File: src/rtl/sync_debounce.sv
// ---------------------------------------------------------------------------
// sync_debounce
//   Cleans up a raw, asynchronous or bouncy 1-bit input (push-button, off-chip
//   strobe) into a clock-aligned level with single-cycle edge pulses.
//   Datapath: synchronizer chain -> two-state debounce FSM with a stability
//   counter -> registered edge pulses.
//
// Parameters
//   SYNC_STAGES : flops in the input synchronizer chain (2..4)
//   CNT_MAX     : consecutive mismatching samples needed to change o_data (>=1)
//   RST_VAL     : reset value of the synchronizer flops and of o_data
//
// Ports
//   clk     in  system clock, rising edge
//   i_rst   in  asynchronous active-high reset
//   i_data  in  raw unsynchronized input
//   o_data  out debounced, synchronized level
//   o_rise  out one-cycle pulse when o_data goes 0->1
//   o_fall  out one-cycle pulse when o_data goes 1->0
//   o_busy  out high while the FSM is qualifying a change (CHECK)
// ---------------------------------------------------------------------------
module sync_debounce #(
   parameter int   SYNC_STAGES = 2,
   parameter int   CNT_MAX     = 1000,
   parameter logic RST_VAL     = 1'b0
) (
   input  logic clk,
   input  logic i_rst,
   input  logic i_data,
   output logic o_data,
   output logic o_rise,
   output logic o_fall,
   output logic o_busy
);

   localparam int CNT_W = $clog2(CNT_MAX + 1);
   // Counter value at which the next mismatching sample completes the run.
   localparam logic [CNT_W-1:0] CNT_LAST = CNT_W'(CNT_MAX - 1);

   localparam logic [0:0] ST_STABLE = 1'b0;
   localparam logic [0:0] ST_CHECK  = 1'b1;

   logic [SYNC_STAGES-1:0] r_sync;
   logic                   w_s;

   logic [0:0]       r_state;
   logic [CNT_W-1:0] r_cnt;
   logic             r_data;
   logic             r_rise;
   logic             r_fall;

   logic [0:0]       w_state_nxt;
   logic [CNT_W-1:0] w_cnt_nxt;
   logic             w_data_nxt;
   logic             w_rise_nxt;
   logic             w_fall_nxt;
   logic             w_mismatch;

   // ---- stage: input synchronizer ----
   always_ff @(posedge clk or posedge i_rst) begin
      if (i_rst) begin
         r_sync <= {SYNC_STAGES{RST_VAL}};
      end else begin
         r_sync <= {r_sync[SYNC_STAGES-2:0], i_data};
      end
   end

   assign w_s        = r_sync[SYNC_STAGES-1];
   assign w_mismatch = w_s ^ r_data;

   // ---- stage: debounce FSM next-state ----
   always_comb begin
      w_state_nxt = r_state;
      w_cnt_nxt   = r_cnt;
      w_data_nxt  = r_data;
      w_rise_nxt  = 1'b0;
      w_fall_nxt  = 1'b0;
      case (r_state)
         ST_STABLE: begin
            w_cnt_nxt = '0;
            if (w_mismatch) begin
               if (CNT_MAX == 1) begin
                  // A single mismatching sample is already a full run.
                  w_data_nxt = w_s;
                  w_rise_nxt = w_s;
                  w_fall_nxt = ~w_s;
               end else begin
                  w_cnt_nxt   = CNT_W'(1);
                  w_state_nxt = ST_CHECK;
               end
            end
         end
         default: begin
            if (!w_mismatch) begin
               // Input bounced back before the run completed: discard it.
               w_cnt_nxt   = '0;
               w_state_nxt = ST_STABLE;
            end else if (r_cnt == CNT_LAST) begin
               w_data_nxt  = w_s;
               w_rise_nxt  = w_s;
               w_fall_nxt  = ~w_s;
               w_cnt_nxt   = '0;
               w_state_nxt = ST_STABLE;
            end else begin
               w_cnt_nxt = r_cnt + CNT_W'(1);
            end
         end
      endcase
   end

   // ---- stage: state, level and pulse registers ----
   always_ff @(posedge clk or posedge i_rst) begin
      if (i_rst) begin
         r_state <= ST_STABLE;
         r_cnt   <= '0;
         r_data  <= RST_VAL;
         r_rise  <= 1'b0;
         r_fall  <= 1'b0;
      end else begin
         r_state <= w_state_nxt;
         r_cnt   <= w_cnt_nxt;
         r_data  <= w_data_nxt;
         r_rise  <= w_rise_nxt;
         r_fall  <= w_fall_nxt;
      end
   end

   // CHECK is encoded as 1, so the state flop doubles as the busy flag.
   assign o_busy = r_state[0];
   assign o_data = r_data;
   assign o_rise = r_rise;
   assign o_fall = r_fall;

endmodule
File: config.mk
export PLATFORM = sky130hd
export DESIGN_NAME = sync_debounce
export DESIGN_NICKNAME = d
export VERILOG_FILES = /design/src/rtl/sync_debounce.sv
export SDC_FILE = /design/constraint.sdc
export NUM_CORES = 1
export LEC_CHECK = 0
export BUFFER_PORTS_ARGS = -buffer_cell sky130_fd_sc_hd__buf_2
export CAP_MARGIN = 20
export CORE_UTILIZATION = 35
export DETAILED_ROUTE_END_ITERATION = 12
export HOLD_SLACK_MARGIN = 0.1
export PLACE_DENSITY = 0.54
export SYNTH_ARGS = -nofsm -noshare
export SYNTH_HDL_FRONTEND = slang
export SYNTH_SLANG_ARGS = --single-unit
File: constraint.sdc
create_clock -name clk -period 4.9 [get_ports clk]
set_clock_uncertainty 0.1 [all_clocks]
set_input_delay 0.49 -clock clk [delete_from_list [all_inputs] [get_ports clk]]
set_output_delay 0.49 -clock clk [all_outputs]
set_load 0.01 [all_outputs]
==> metrics.txt <==
Max VDD drop=171 uV; synthesis-stage register bit count=16; number of hold violations in the final report=0; most common cell after layout, fill and taps aside=sky130_fd_sc_hd__dfrtp_1; clock transition at the registers of the reported paths=100 ps; number of flops mapped to enable cells by yosys=0; worst reg2reg endpoint=r_cnt[8]$_DFF_PP0_; measured slew at the worst slew-check pin=614 ps; number of slew-limit violations in the final report=0; DR WL/cell=12.5 um; setup violators final=0; number of max-cap violations=0; initial core utilization=0.378; cell with the biggest individual delay on the critical path=sky130_fd_sc_hd__or4bb_2; TritonCTS clock tree=yes; PwrDens=277 nW/um^2; Period Utilization, post-route=0.366; headroom to the max-slew limit=0.590; Mapped Avg Cell Area=11.4 um^2; delay-heaviest family, CP=simple AND/OR/NAND/NOR gates; number of routed nets with antenna violations=0; final setup margin=3110 ps; warning count from the yosys run=0; worst-path maximum fanout=5; TritonCTS Buffers=3; worst-case register-to-register setup slack=3110 ps; Vert. Die Dim=48.3 um; number of H-tree branching levels=1; time the worst path needs with I/O delays and setup=1790 ps; vias in the first global route=482; CTS max path bufs=2; initial antenna violation count=0; weighted congestion at the end of routability-driven global placement=0.805; ratio of cells with drive above 1 in the final layout=0.227; Horiz. Die Dim=48.3 um; routed metal-1 wire length=667 um; Met2 Wirelength=561 um; static leakage=0.000345 uW; first-pass GRT wire length=2150 um; buffers plus inverters on the worst setup path=0; Gate Count Post-Synth=66; cell depth of the worst flop-to-flop path=4; Final Util=0.426; root buf cell=sky130_fd_sc_hd__clkbuf_4; register cell area after layout=400 um^2; share of synthesized flip-flops with an asynchronous set or reset=1.00; Startpoint Class=flop; Crit Reg-Reg Startpoint=r_cnt[0]$_DFF_PP0_; pin count of the biggest net entering global routing=17; post-synth design cell area=749 um^2; placed wire-length estimate=870 um; hold crit path type=primary input to async pin; primary flip-flop cell chosen by synthesis mapping=sky130_fd_sc_hd__dfrtp_1; worst path cell trace=ha_1 > or4bb_2 > o211ai_1 > a31oi_1; WP data arrival=1850 ps; # hold bufs at CTS=0; total area of multi-input combinational cells=329 um^2; longest individual stage delay on the worst path=640 ps; count of TritonRoute iterations in the first routing pass=4; aggregate global-route resource usage=0.134; pre-CTS setup slack=3120 ps; DRC violation total after the first TritonRoute iteration=5; growth of design area from synthesis to finish=12.7%; number of cell rows=16; number of sinks driven by the clock tree=16; fill count=192; setup repair after global routing missed its margin=false; Synth cell types=30; highest routing layer actually used=met4; final sum of negative setup slack=0 ps; Met3 Wirelength=36 um; Net Count, Synth=70; number of gates given a new drive strength after cts=0; worst path required time=4960 ps; latest clock arrival within the worst-skew pair=280 ps; IO buf count=6; Post-layout nets=80; GR Overflow Total=0; outcome=complete, no violations; crit path kind=flop to flop; DRC Markers=0; type of element capturing the critical path=flop; overall via count from detail_route=536; final std cells w/o fill=102; antenna fix cells=0; top library cells by usage in the layout, fill and taps aside=sky130_fd_sc_hd__dfrtp_1 (16), sky130_fd_sc_hd__buf_2 (6), sky130_fd_sc_hd__nand2_1 (4), sky130_fd_sc_hd__inv_1 (4); core region area=1980 um^2; detailed-route vias per instance=5.25; post-CTS repair timing setup buffer count=0; share of synthesized area occupied by flip-flops and latches=0.534; number of primary I/O pins=7; Die Outline Area=2330 um^2; detailed-route wire length=1280 um; placed cells=98; top achievable clock speed=558 MHz
==> registers in the layout, indices dropped and copies added, names as in the netlist <==
signal / count
o_busy: 1
o_data: 1
o_fall: 1
o_rise: 1
r_cnt: 10
r_sync: 2
==> area by class of cell <==
class                           instances  share of cell area
Sequential cell                        16               0.474
Multi-Input combinational cell         45               0.390
Clock buffer                            4              0.0430
Tap cell                               27              0.0400
Timing Repair Buffer                    6              0.0356
Inverter                                4              0.0178
==> logic make-up (layout without fill, tap and decap cells) <==
kind of cell	after synthesis	in the layout	synth area share
buffers and inverters	5	14	0.0267
adder cells (fa/ha/maj)	1	1	0.0167
AO/OA/AOI/OAI	14	14	0.137
XOR/XNOR	5	5	0.0584
AND/OR/NAND/NOR	24	24	0.212
multiplexers	1	1	0.0150
flip-flops	16	16	0.534
==> worst register-to-register path: cells and delay by family (launching register included) <==
family	cells	cell delay (ps)
adders and majority gates	1	250
AOI/OAI and AO/OA	2	280
and+or+nand+nor	1	640
DFF	1	400
==> worst max path at each step <==
stage / startpoint / to / slack [ps] / cells after the start
floorplan: r_cnt[0]$_DFF_PP0_ / r_cnt[8]$_DFF_PP0_ / 3210 / 4
global placement: r_cnt[0]$_DFF_PP0_ / r_cnt[8]$_DFF_PP0_ / 3160 / 4
detailed placement: r_cnt[0]$_DFF_PP0_ / r_cnt[8]$_DFF_PP0_ / 3120 / 4
CTS: r_cnt[0]$_DFF_PP0_ / r_cnt[8]$_DFF_PP0_ / 3110 / 4
global route: r_cnt[0]$_DFF_PP0_ / r_cnt[8]$_DFF_PP0_ / 3020 / 4
finish: r_cnt[0]$_DFF_PP0_ / r_cnt[8]$_DFF_PP0_ / 3110 / 4
==> through the flow <==
stage	instance area (um^2)	total power, uW	hold slack (ps)
after global routing	845	246	181
final	845	234	162
after global placement	808	149	238
after detailed placement	808	149	242
after floorplan	749	146	231
after CTS	845	237	184
==> cell usage after synthesis (all sizes together) (2+ instances only) <==
| master | number | area [um^2] |
|---|---|---|
| o21ai | 3 | 15.0 |
| inv | 4 | 15.0 |
| nor2 | 2 | 7.51 |
| or3 | 3 | 18.8 |
| nand2 | 4 | 15.0 |
| nor3b | 2 | 15.0 |
| xor2 | 3 | 26.3 |
| dfrtp | 16 | 400 |
| a21oi | 2 | 10.0 |
| nand4 | 2 | 12.5 |
| nand3 | 4 | 25.0 |
| xnor2 | 2 | 17.5 |
| a211oi | 3 | 27.5 |
| and4 | 2 | 17.5 |
==> per-layer routing <==
| layer | vias to the layer above | GRT usage |
|---|---|---|
| met3 | 2 | 0.0333 |
| met1 | 257 | 0.188 |
| met4 | 0 | 0.0500 |
| met5 | - | 0 |
| met2 | 9 | 0.197 |
| li1 | 268 | - |
==> where the power goes <==
group	total [uW]	switching, uW	internal, uW
Combinational	9.33	6.12	3.21
Sequential	137	2.38	134
Clock	88.3	43.1	45.2
Total	234	51.6	183
Note: power is estimated with default switching activity, not from simulation.
